**config.mk**
```make
export PLATFORM = sky130hd
export DESIGN_NAME = rf_dump_reader
export DESIGN_NICKNAME = d
export VERILOG_FILES = /design/src/rtl/rf_dump_reader_pkg.sv /design/src/rtl/rf_dump_beat_reg.sv /design/src/rtl/rf_dump_reader.sv
export SDC_FILE = /design/constraint.sdc
export NUM_CORES = 1
export LEC_CHECK = 0
export CAP_MARGIN = 20
export CORE_AREA = 4 4 74 76
export CTS_CLUSTER_SIZE = 12
export DETAILED_ROUTE_END_ITERATION = 12
export DIE_AREA = 0 0 78 80
export GPL_TIMING_DRIVEN = 0
export PLACE_DENSITY = 0.89
export SETUP_SLACK_MARGIN = 0.15
export SYNTH_ARGS = -nofsm -noshare
export SYNTH_HDL_FRONTEND = slang
export SYNTH_HIERARCHICAL = 1
export SYNTH_SLANG_ARGS = --single-unit
```
**constraint.sdc**
```tcl
create_clock -name clk -period 3.3 [get_ports clk]
set_input_delay 0.495 -clock clk [delete_from_list [all_inputs] [get_ports clk]]
set_output_delay 0.495 -clock clk [all_outputs]
set_load 0.005 [all_outputs]
```
**src/rtl/rf_dump_reader_pkg.sv**
```systemverilog
// rtl/rf_dump_reader_pkg.sv - shared register-file geometry and dump FSM state type
package rf_dump_reader_pkg;

    localparam int NREGS_RV32E = 16;
    localparam int REG_AW      = 5;
    localparam int REG_DW      = 32;

    typedef enum logic [1:0] {
        IDLE = 2'd0,
        LOAD = 2'd1,
        SEND = 2'd2,
        DONE = 2'd3
    } dump_state_e;

endpackage

```
**src/rtl/rf_dump_beat_reg.sv**
```systemverilog
// rtl/rf_dump_beat_reg.sv - output holding register for one (index, value) dump beat
module rf_dump_beat_reg
    import rf_dump_reader_pkg::*;
#(
    parameter int AW = REG_AW,
    parameter int DW = REG_DW
) (
    input  logic          clk,
    input  logic          rst,
    input  logic          load_i,
    input  logic [AW-1:0] idx_i,
    input  logic [DW-1:0] data_i,
    input  logic          last_i,
    input  logic          ready_i,
    output logic          valid_o,
    output logic [AW-1:0] idx_o,
    output logic [DW-1:0] data_o,
    output logic          last_o
);

    logic          valid_q, valid_d;
    logic [AW-1:0] idx_q, idx_d;
    logic [DW-1:0] data_q, data_d;
    logic          last_q, last_d;

    // Payload only changes on load, so it stays frozen under backpressure.
    always_comb begin
        valid_d = valid_q;
        idx_d   = idx_q;
        data_d  = data_q;
        last_d  = last_q;
        if (load_i) begin
            valid_d = 1'b1;
            idx_d   = idx_i;
            data_d  = data_i;
            last_d  = last_i;
        end else if (valid_q && ready_i) begin
            valid_d = 1'b0;
        end
    end

    always_ff @(posedge clk) begin
        if (rst) begin
            valid_q <= 1'b0;
            idx_q   <= '0;
            data_q  <= '0;
            last_q  <= 1'b0;
        end else begin
            valid_q <= valid_d;
            idx_q   <= idx_d;
            data_q  <= data_d;
            last_q  <= last_d;
        end
    end

    assign valid_o = valid_q;
    assign idx_o   = idx_q;
    assign data_o  = data_q;
    assign last_o  = last_q;

endmodule

```
**src/rtl/rf_dump_reader.sv**
```systemverilog
// rtl/rf_dump_reader.sv - walks the integer regfile and streams (index, value) beats with stale-dump detection
module rf_dump_reader
    import rf_dump_reader_pkg::*;
#(
    parameter int NREGS = NREGS_RV32E,
    parameter int AW    = REG_AW,
    parameter int DW    = REG_DW
) (
    input  logic          clk,
    input  logic          rst,
    input  logic          start,
    output logic          busy,
    output logic [AW-1:0] rf_raddr,
    input  logic [DW-1:0] rf_rdata,
    input  logic          wb_wen,
    input  logic [AW-1:0] wb_waddr,
    output logic          out_valid,
    input  logic          out_ready,
    output logic [AW-1:0] out_idx,
    output logic [DW-1:0] out_data,
    output logic          out_last,
    output logic          done,
    output logic          dirty
);

    localparam logic [AW-1:0] LAST_IDX = AW'(NREGS - 1);

    dump_state_e   state_q, state_d;
    logic [AW-1:0] idx_q, idx_d;
    logic          dirty_q, dirty_d;
    logic          beat_load;
    logic          snoop_hit;

    // A write to the register being loaded right now is not stale: the read
    // sees the old value and the new one belongs to the next dump.
    assign snoop_hit = wb_wen && (wb_waddr != '0) && (wb_waddr <= LAST_IDX) &&
                       ((wb_waddr < idx_q) || ((wb_waddr == idx_q) && (state_q != LOAD)));

    always_comb begin
        state_d   = state_q;
        idx_d     = idx_q;
        dirty_d   = dirty_q;
        beat_load = 1'b0;
        case (state_q)
            IDLE: begin
                if (start) begin
                    idx_d   = '0;
                    dirty_d = 1'b0;
                    state_d = LOAD;
                end
            end
            LOAD: begin
                beat_load = 1'b1;
                state_d   = SEND;
            end
            SEND: begin
                if (out_valid && out_ready) begin
                    if (out_last) begin
                        state_d = DONE;
                    end else begin
                        idx_d   = idx_q + AW'(1);
                        state_d = LOAD;
                    end
                end
            end
            DONE: begin
                state_d = IDLE;
            end
            default: begin
                state_d = IDLE;
            end
        endcase
        if ((state_q != IDLE) && snoop_hit) begin
            dirty_d = 1'b1;
        end
    end

    always_ff @(posedge clk) begin
        if (rst) begin
            state_q <= IDLE;
            idx_q   <= '0;
            dirty_q <= 1'b0;
        end else begin
            state_q <= state_d;
            idx_q   <= idx_d;
            dirty_q <= dirty_d;
        end
    end

    rf_dump_beat_reg #(
        .AW (AW),
        .DW (DW)
    ) u_beat (
        .clk     (clk),
        .rst     (rst),
        .load_i  (beat_load),
        .idx_i   (idx_q),
        .data_i  ((idx_q == '0) ? '0 : rf_rdata),
        .last_i  (idx_q == LAST_IDX),
        .ready_i (out_ready),
        .valid_o (out_valid),
        .idx_o   (out_idx),
        .data_o  (out_data),
        .last_o  (out_last)
    );

    assign rf_raddr = (state_q == IDLE) ? '0 : idx_q;
    assign busy     = (state_q != IDLE);
    assign done     = (state_q == DONE);
    assign dirty    = dirty_q;

endmodule

```
==> results_dict.tcl, run 1 <==
set metrics [dict create \
    crit_path_max_fanout 8 \
    grt_pass1_vias 1864 \
    synth_most_common_cell "nor2_1" \
    min_period_ns 2.045 \
    vias_per_cell 4.768 \
    synthToLayoutAreaGrowth_pct 46.64 \
    async_flop_share_pct 0 \
    die_x_um 78 \
    start_util_pct 47.31 \
    required_ns 2.80 \
    routed_wl_um 5181 \
    reg2reg_to "u_beat/data_o[20]$_SDFFE_PP0P_" \
    crit_path_top_delay_cell "clkdlybuf4s50_1" \
    setup_viol 0 \
    layout.nets 380 \
    vias 1893 \
    startpoint_type "register" \
    cts_resized 0 \
    ir_drop_mv 0.2227 \
    holdWs_ns 0.4819 \
    die-area_um2 6240 \
    cts-root-buf "clkbuf_8" \
    slowest_delay_ns 0.52 \
    arrival_ns 1.55 \
    post_cts_buffers 0 \
    crit_type "reg2out" \
    drv_slew 0 \
    fillerInstances 386 \
    post-route-drc-count 0 \
    r2r_start "idx_q[0]$_SDFFE_PP0P_" \
    synth_enable_flop_cells 0 \
    synth_warnings 6 \
    dr.first_iter.drc_count 101 \
    h-tree-depth 2 \
    syn_area_um2 2235 \
    drt-pass1-iter-count 4 \
    syn_inst 236 \
    rr_worst_depth 7 \
    power_density_nw_per_um2 326.6 \
    coreArea_um2 4723 \
    tightest_slew_ns 0.5172 \
    overflow 0 \
    synth_top_area_share_pct 42.11 \
    grt_pass1_wl_um 8431 \
    antenna_cells 0 \
    hold_viol 0 \
    r2r_slack_ns 1.45 \
    pin_count 89 \
    rsz0062_at_grt "false" \
    antenna_found_initial 0 \
    hpwl_um 4050 \
    run_status "finished, final reports clean" \
    hold_end "dirty$_SDFFE_PP0P_" \
    skew_ns 0.01263 \
    clk_pin_slew_ns 0.07 \
    grt_max_degree 14 \
    hold_depth 2 \
    postCtsHoldBufs 0 \
    min_period_over_period_pct 61.98 \
    ys_seq_area_share_pct 42.11 \
    synthTopCellsByArea "dfxtp_1, mux2i_1, nor2b_1" \
    clock_path_buffers 2 \
    maxCapViolations 0 \
    numCtsBuffers 5 \
    syn-num-nets 286 \
    globalplace.congestion 0.7832 \
    std_cell_rows 25 \
    io_buffers 87 \
    cts_tree "yes" \
    min_path_type "reg2reg" \
    synth_commonest_cells "nor2_1, dfxtp_1, mux2i_1" \
    drive_above_1_share_pct 6.970 \
    die_h_um 80 \
    max_freq_mhz 489.0 \
    slew_headroom_pct 65.43 \
    synth_top_area_cell "dfxtp_1" \
    clock-sinks 47 \
    wl_per_cell_um 13.05 \
    end_kind "output port" \
    yosys.cell_types.count 36 \
    tns_ns 0 \
    yosys_register_bits 47 \
    grt_usage_pct 16.77 \
    synthFlopType "dfxtp_1" \
    leakage_nw 1.211 \
    worstSkewPairLatency_ns 0.29 \
    synth_area_per_cell_um2 9.469 \
    crit_chain "nor2_2 -> nor2_1 -> clkdlybuf4s50_1" \
    min-delay-start "dirty$_SDFFE_PP0P_" \
    drtAntennaViolNets 0 \
]
[cells in the final DEF, fill, tap and decap left out, drive strengths merged, types with 2 or more instances in the layout]
cell and count:
nand2b 2, nor2 49, mux2i 39, a211oi 2
nand3 5, buf 11, a31oi 2, nand2 3
a21o 2, dfxtp 47, inv 11, a21oi 4
clkbuf 8, ha 8, nor3 3, clkdlybuf4s50 87
nor4b 2, nor2b 33, o31ai 2
[critical path, delay by kind of cell (launching register included)]
| family | cells | cell delay [ns] |
|---|---|---|
| flip-flops | 1 | 0.49 |
| AND/OR/NAND/NOR | 2 | 0.26 |
| buffers and inverters | 1 | 0.52 |
[power breakdown]
part           switching, mW  total, mW  internal, mW
logic                 0.0623      0.156        0.0938
registers            0.00671      0.578         0.571
clock network          0.172      0.336         0.164
total                  0.241       1.07         0.830
[kinds of logic (layout without fill, tap and decap cells)]
group           after synthesis  count (layout)  share of synthesized area, %
simple gates                102             102                         23.91
fa+ha+maj                     8               8                         4.479
xor+xnor                      1               1                        0.3920
compound gates               15              15                         5.207
mux                          39              39                         17.47
buf+inv                      24             118                         6.439
flops                        47              47                         42.11
[metrics by stage]
step	cells	total power [mW]	area (um2)	setup WS (ns)	utilization, %
4_1_cts	397	1.082	3277	1.229	69.38
3_3_place_gp	390	0.7456	3189	1.416	67.52
6_report	397	1.070	3277	1.255	69.38
2_1_floorplan	236	0.6747	2235	1.872	-
3_5_place_dp	390	0.7481	3189	1.388	67.52
5_1_grt	397	1.113	3277	1.151	69.38
[state kept, by name, indices dropped and copies added, names as in the netlist]
name / count
dirty: 1
idx_q: 5
state_q: 2
u_beat/data_o: 32
u_beat/idx_o: 5
u_beat/last_o: 1
u_beat/valid_o: 1
[cell type report]
| type | instances | area [um2] | area share, % |
|---|---|---|---|
| Buffer | 13 | 102.6 | 3.131 |
| Sequential cell | 47 | 940.9 | 28.71 |
| Multi-Input combinational cell | 165 | 1150 | 35.09 |
| Timing Repair Buffer | 87 | 870.8 | 26.58 |
| Clock buffer | 6 | 82.58 | 2.520 |
| Tap cell | 67 | 83.83 | 2.558 |
| Clock inverter | 1 | 5.005 | 0.1527 |
| Inverter | 11 | 41.29 | 1.260 |
[routing by layer]
layer	part of all wire [%]	GRT usage (%)	vias to the layer above	wire length [um]
li1	-	-	963	-
met1	43	19.75	856	2239
met2	47	28.25	63	2419
met3	8.6	6.208	11	443
met4	1.5	5.420	0	78
met5	0	0	-	0
[worst max path at each step]
stage / start / endpoint / cells after the start
after global placement: wb_waddr[4] / dirty$_SDFFE_PP0P_ / 6
after CTS: state_q[0]$_SDFFE_PP0P_ / rf_raddr[3] / 3
final: state_q[0]$_SDFFE_PP0P_ / rf_raddr[3] / 3
after detailed placement: wb_waddr[3] / dirty$_SDFFE_PP0P_ / 6
after global routing: state_q[0]$_SDFFE_PP0P_ / rf_raddr[3] / 3
after floorplan: idx_q[0]$_SDFFE_PP0P_ / u_beat/data_o[10]$_SDFFE_PP0P_ / 7
Note: power is estimated with default switching activity, not from simulation.
==> run 2, diff against run 1 <==
Settings changed: CORE_AREA 4 4 74 76 to 4 4 81 83, DIE_AREA 0 0 78 80 to 0 0 85 87, PLACE_DENSITY 0.89 to 0.79.
Clock period 3.3 ns to 1.7 ns, I/O delays scaled along.
==> run 2 against run 1 <==
Effect of this change:
- power is 110% higher
- sequential share of layout area decreased by 2.1 points
- clock-buffer cell count unchanged
- via count is 7.3% higher
- core utilization decreased by 7.3 points
- flip-flop and latch count stayed put
==> results_dict.tcl, run 2 (synthesized netlist as in run 1, its figures left out) <==
set metrics [dict create \
    run_status "finished, final reports clean" \
    crit_top_cell "buf_12" \
    clk_pin_slew_ns 0.09 \
    end_kind "register" \
    skew_ns 0.009316 \
    post-route-drc-count 0 \
    r2r_start "state_q[1]$_SDFFE_PP0P_" \
    worstPathBufferInverterCount 4 \
    drtAntennaViolNets 0 \
    hpwl_um 3961 \
    die-area_um2 7395 \
    required_ns 1.88 \
    tightest_slew_ns 0.4599 \
    grt_max_degree 16 \
    drive_above_1_share_pct 17.46 \
    start_util_pct 38.20 \
    final_common_cell "clkdlybuf4s50_1" \
    io_buffers 87 \
    min_period_over_period_pct 88.05 \
    largest_reg_flops 32 \
    drt-pass1-iter-count 4 \
    maxCapViolations 0 \
    min_path_type "in2reg" \
    worstSkewPairLatency_ns 0.30 \
    slowest_delay_ns 0.37 \
    r2r_slack_ns 0.20 \
    rsz0062_at_grt "true" \
    tns_ns 0 \
    crit_path_top_delay_cell "dfxtp_4" \
    clock-sinks 47 \
    cts_tree "yes" \
    final_util_pct 62.13 \
    grt_pass1_vias 1964 \
    crit_chain "buf_4 -> and2b_2 -> buf_6 -> buf_12 -> buf_12 -> mux2i_1 -> nor2_1" \
    reg2reg_to "u_beat/data_o[2]$_SDFFE_PP0P_" \
    antenna_found_initial 0 \
    cp-startpoint "state_q[1]$_SDFFE_PP0P_" \
    wl_per_cell_um 13.48 \
    leakage_nw 1.431 \
    die_h_um 87 \
    globalplace.congestion 0.8312 \
    antenna_cells 0 \
    cts-root-buf "clkbuf_8" \
    max_freq_mhz 668.1 \
    crit_end "u_beat/data_o[2]$_SDFFE_PP0P_" \
    rr_worst_depth 7 \
    min_period_ns 1.497 \
    power_density_nw_per_um2 606.0 \
    grt_pass1_wl_um 9080 \
    setup_viol 0 \
    drv_slew 0 \
    routed_wl_um 5797 \
    grt_usage_pct 15.09 \
    crit_type "reg2reg" \
    worst-path-stages 7 \
    die_x_um 85 \
    vias_per_cell 4.723 \
    clock_path_buffers 2 \
    cpLargestDelayFamily "buffers and inverters" \
    slew_headroom_pct 69.34 \
    coreArea_um2 5851 \
    h-tree-depth 2 \
    startpoint_type "register" \
    synthToLayoutAreaGrowth_pct 62.65 \
    overflow 0 \
    layout.nets 404 \
    vias 2031 \
    final_cell_mix "clkdlybuf4s50_1, nor2_1, dfxtp_1" \
    std_cell_rows 28 \
    pin_count 89 \
    numCtsBuffers 5 \
    hold_viol 0 \
    ir_drop_mv 0.3642 \
    dr.first_iter.drc_count 40 \
    crit_path_max_fanout 6 \
    arrival_ns 1.68 \
]
run 2: cell types whose count changed in the layout (fill, tap and decap cells not counted), sizes merged:
| cell | delta |
|---|---|
| clkinvlp | +1 |
| dlygate4sd2 | +7 |
| clkbuf | +3 |
| clkdlybuf4s50 | -7 |
| buf | +21 |
run 2: final cells by class:
type                            instances  area (um2)
Fill cell                             513        2216
Clock buffer                            6       82.58
Buffer                                 13       132.6
Clock inverter                          2       16.27
Multi-Input combinational cell        165        1186
Tap cell                               75       93.84
Inverter                               11       46.29
Sequential cell                        47       965.9
Timing Repair Buffer                  111        1111
run 2: metrics by stage:
step | std cells | worst slack [ns] | hold WS [ns] | cell area [um2] | power, mW
6_report | 430 | 0.2031 | 0.2512 | 3635 | 2.203
5_1_grt | 430 | 0.1034 | 0.2551 | 3635 | 2.295
4_1_cts | 417 | 0.1440 | 0.2387 | 3423 | 2.183
2_1_floorplan | 236 | 0.2716 | 0.4301 | 2235 | 1.310
3_5_place_dp | 398 | -0.1641 | 0.4773 | 3199 | 1.452
3_3_place_gp | 398 | -0.1011 | 0.4649 | 3199 | 1.449
run 2: how the worst min path moves through the flow:
stage / from / end / slack (ns) / depth (start not counted)
6_report: rst / u_beat/valid_o$_SDFFE_PP0P_ / 0.25 / 2
5_1_grt: rst / u_beat/valid_o$_SDFFE_PP0P_ / 0.26 / 2
4_1_cts: rst / u_beat/valid_o$_SDFFE_PP0P_ / 0.24 / 2
3_5_place_dp: dirty$_SDFFE_PP0P_ / dirty$_SDFFE_PP0P_ / 0.48 / 2
3_3_place_gp: dirty$_SDFFE_PP0P_ / dirty$_SDFFE_PP0P_ / 0.46 / 2
2_1_floorplan: out_ready / state_q[0]$_SDFFE_PP0P_ / 0.43 / 2
run 2: where the power goes:
part,internal (mW),switching [mW],total (mW)
Clock,0.332,0.380,0.712
Sequential,1.10,0.0102,1.11
Combinational,0.236,0.141,0.378
run 2: repair_timing:
action                     4_1_cts  5_1_grt
pin swaps                        1        2
setup endpoints to repair       38       34
hold buffers                     0        0
gates resized for setup         28       14
setup buffers                   11       10
cloned                           0        3
run 2: per-layer routing:
metal / track usage, % / routed length (um) / share of wire, % / vias to the layer above
li1: - / - / - / 1023
met3: 5.109 / 478 / 8.2 / 12
met5: 0 / 0 / 0 / -
met2: 26.77 / 2822 / 49 / 72
met1: 17.39 / 2405 / 41 / 924
met4: 3.885 / 91 / 1.6 / 0
==> run 3, diff against run 2 <==
--- a/config.mk
+++ b/config.mk
@@ -8,8 +8,9 @@
 export CAP_MARGIN = 20
-export CORE_AREA = 4 4 81 83
+export CORE_AREA = 4 4 69 71
 export CTS_CLUSTER_SIZE = 12
 export DETAILED_ROUTE_END_ITERATION = 12
-export DIE_AREA = 0 0 85 87
+export DIE_AREA = 0 0 73 75
+export DONT_BUFFER_PORTS = 1
 export GPL_TIMING_DRIVEN = 0
-export PLACE_DENSITY = 0.79
+export PLACE_DENSITY = 0.76
 export SETUP_SLACK_MARGIN = 0.15
--- a/constraint.sdc
+++ b/constraint.sdc
@@ -3,2 +3,2 @@
 set_output_delay 0.255 -clock clk [all_outputs]
-set_load 0.005 [all_outputs]
+set_load 0.1 [all_outputs]
==> run 3 against run 2 <==
Effect of this change:
- maximum frequency decreased by 8.3%
- via count decreased by 20%
- routed wire length decreased by 17%
- worst setup slack got worse by 0.14 ns
- die area decreased by 26%
- combinational power decreased by 24%
- critical path depth decreased by 4
- first-iteration DRC count increased by 140%
- cell count decreased by 28%
- critical path type is now reg2out
==> results_dict.tcl, run 3 (synthesized netlist as in run 1, its figures left out) <==
set metrics [dict create \
    maxCapViolations 0 \
    grt_max_degree 15 \
    switching_share_pct 26.56 \
    crit_path_max_fanout 5 \
    startpoint_type "register" \
    drv_slew 0 \
    grt_pass1_vias 1512 \
    dr.first_iter.drc_count 96 \
    skew_ns 0.005371 \
    grt_pass1_wl_um 6982 \
    h-tree-depth 2 \
    cpLargestDelayFamily "simple AND/OR/NAND/NOR gates" \
    routed_wl_um 4822 \
    seq_power_share_pct 54.0 \
    slew_headroom_pct 34.91 \
    wl_per_cell_um 15.66 \
    worstPathBufferInverterCount 1 \
    grt_usage_pct 16.44 \
    crit_top_cell "nor2_4" \
    max_freq_mhz 612.4 \
    antenna_found_initial 0 \
    arrival_ns 1.38 \
    numCtsBuffers 5 \
    worstSkewPairLatency_ns 0.30 \
    crit_path_top_delay_cell "nor2_4" \
    clock_path_buffers 2 \
    pin_count 89 \
    start_util_pct 52.78 \
    layout.nets 305 \
    power_switching_mw 0.5675 \
    drt-pass1-iter-count 4 \
    place_area_um2 2315 \
    ir_drop_mv 0.5245 \
    min_path_type "in2reg" \
    min_period_over_period_pct 96.05 \
    synthToLayoutAreaGrowth_pct 22.62 \
    holdWs_ns 0.1059 \
    drtAntennaViolNets 0 \
    comb_power_share_pct 13.4 \
    rsz0062_at_grt "true" \
    tightest_slew_ns 0.9749 \
    hpwl_um 3378 \
    io_buffers 0 \
    die_h_um 75 \
    clockPowerShare_pct 32.6 \
    tns_ns 0 \
    vias_per_cell 5.295 \
    vias 1631 \
    overflow 0 \
    globalplace.congestion 0.7268 \
    die_x_um 73 \
    final_common_cell "nor2_1" \
    leakage_nw 1.042 \
    largest_reg_flops 32 \
    slowest_delay_ns 0.49 \
    crit_type "reg2out" \
    power_density_nw_per_um2 779.8 \
    coreArea_um2 4234 \
    antenna_cells 0 \
    min_period_ns 1.633 \
    hold_viol 0 \
    cts-root-buf "clkbuf_8" \
    cts_tree "yes" \
    end_kind "output port" \
    clock-sinks 47 \
    postCtsHoldBufs 0 \
    die-area_um2 5475 \
    run_status "finished, final reports clean" \
    setup_viol 0 \
    fin_area_um2 2740 \
    crit_chain "nor2_4 -> buf_6 -> nor2_4" \
    drive_above_1_share_pct 34.38 \
    intPower_mw 1.569 \
    std_cell_rows 24 \
    post-route-drc-count 0 \
    clk_pin_slew_ns 0.09 \
    required_ns 1.44 \
    final_cell_mix "nor2_1, mux2i_1, dfxtp_2" \
]
-- run 3: cell types whose count changed in the layout (fill, tap and decap cells not counted), sizes merged --
cell	change
dlygate4sd2	-7
clkdlybuf4s50	-80
clkbuf	+1
buf	-12
inv	-1
-- run 3: final timing paths --
| kind | from | to | slack, ns | cells after the start |
|---|---|---|---|---|
| max | state_q[1]$_SDFFE_PP0P_ | rf_raddr[4] | 0.07 | 3 |
| max reg2reg | idx_q[0]$_SDFFE_PP0P_ | u_beat/data_o[13]$_SDFFE_PP0P_ | 0.21 | 8 |
| min | out_ready | state_q[0]$_SDFFE_PP0P_ | 0.11 | 2 |
| min reg2reg | state_q[1]$_SDFFE_PP0P_ | state_q[0]$_SDFFE_PP0P_ | 0.54 | 2 |
-- run 3: per-stage QoR --
stage | utilization (%) | setup WS, ns | std cells | power (mW)
floorplan | - | 0.06356 | 236 | 1.375
global placement | 54.67 | -0.1456 | 288 | 1.409
detailed placement | 54.67 | -0.1672 | 288 | 1.410
CTS | 59.37 | 0.04284 | 300 | 2.141
global route | 64.72 | 0.02631 | 308 | 2.245
finish | 64.72 | 0.06721 | 308 | 2.137
-- run 3: timing repair --
action | in CTS | in global routing
gates cloned | 0 | 3
gates resized for setup | 25 | 50
pin swaps | 4 | 7
setup endpoints to repair | 39 | 71
buffers inserted | 4 | 5
-- run 3: power by group through the flow --
stage	registers (mW)	clock network (mW)	logic, mW
after floorplan	1.18	0	0.192
after global placement	1.19	0	0.223
after detailed placement	1.19	0	0.224
after CTS	1.16	0.729	0.255
after global routing	1.15	0.785	0.306
final	1.15	0.698	0.286
-- run 3: worst register-to-register path: stages, from the launching register on --
cell	delay, ns
dfxtp_4	0.38
inv_4	0.08
ha_4	0.12
nor4b_4	0.19
buf_6	0.20
clkbuf_16	0.17
nor2b_1	0.04
mux2i_1	0.13
nor2_1	0.06
-- run 3: final cells by class --
cell class	instances	area, um2
multi-input combinational	165	1237
inverter	11	50.05
timing repair buffer	12	153.9
fill	366	1494
buffer	13	132.6
clock buffer	7	86.33
clock inverter	1	8.758
tap	52	65.06
sequential	47	1006
-- run 3: per-layer routing --
layer,global-route usage (%),wire (um),vias to the layer above
li1,-,-,824
met1,20.21,2002,725
met2,25.92,2228,72
met3,6.542,497,10
met4,6.352,93,0
met5,0,0,-
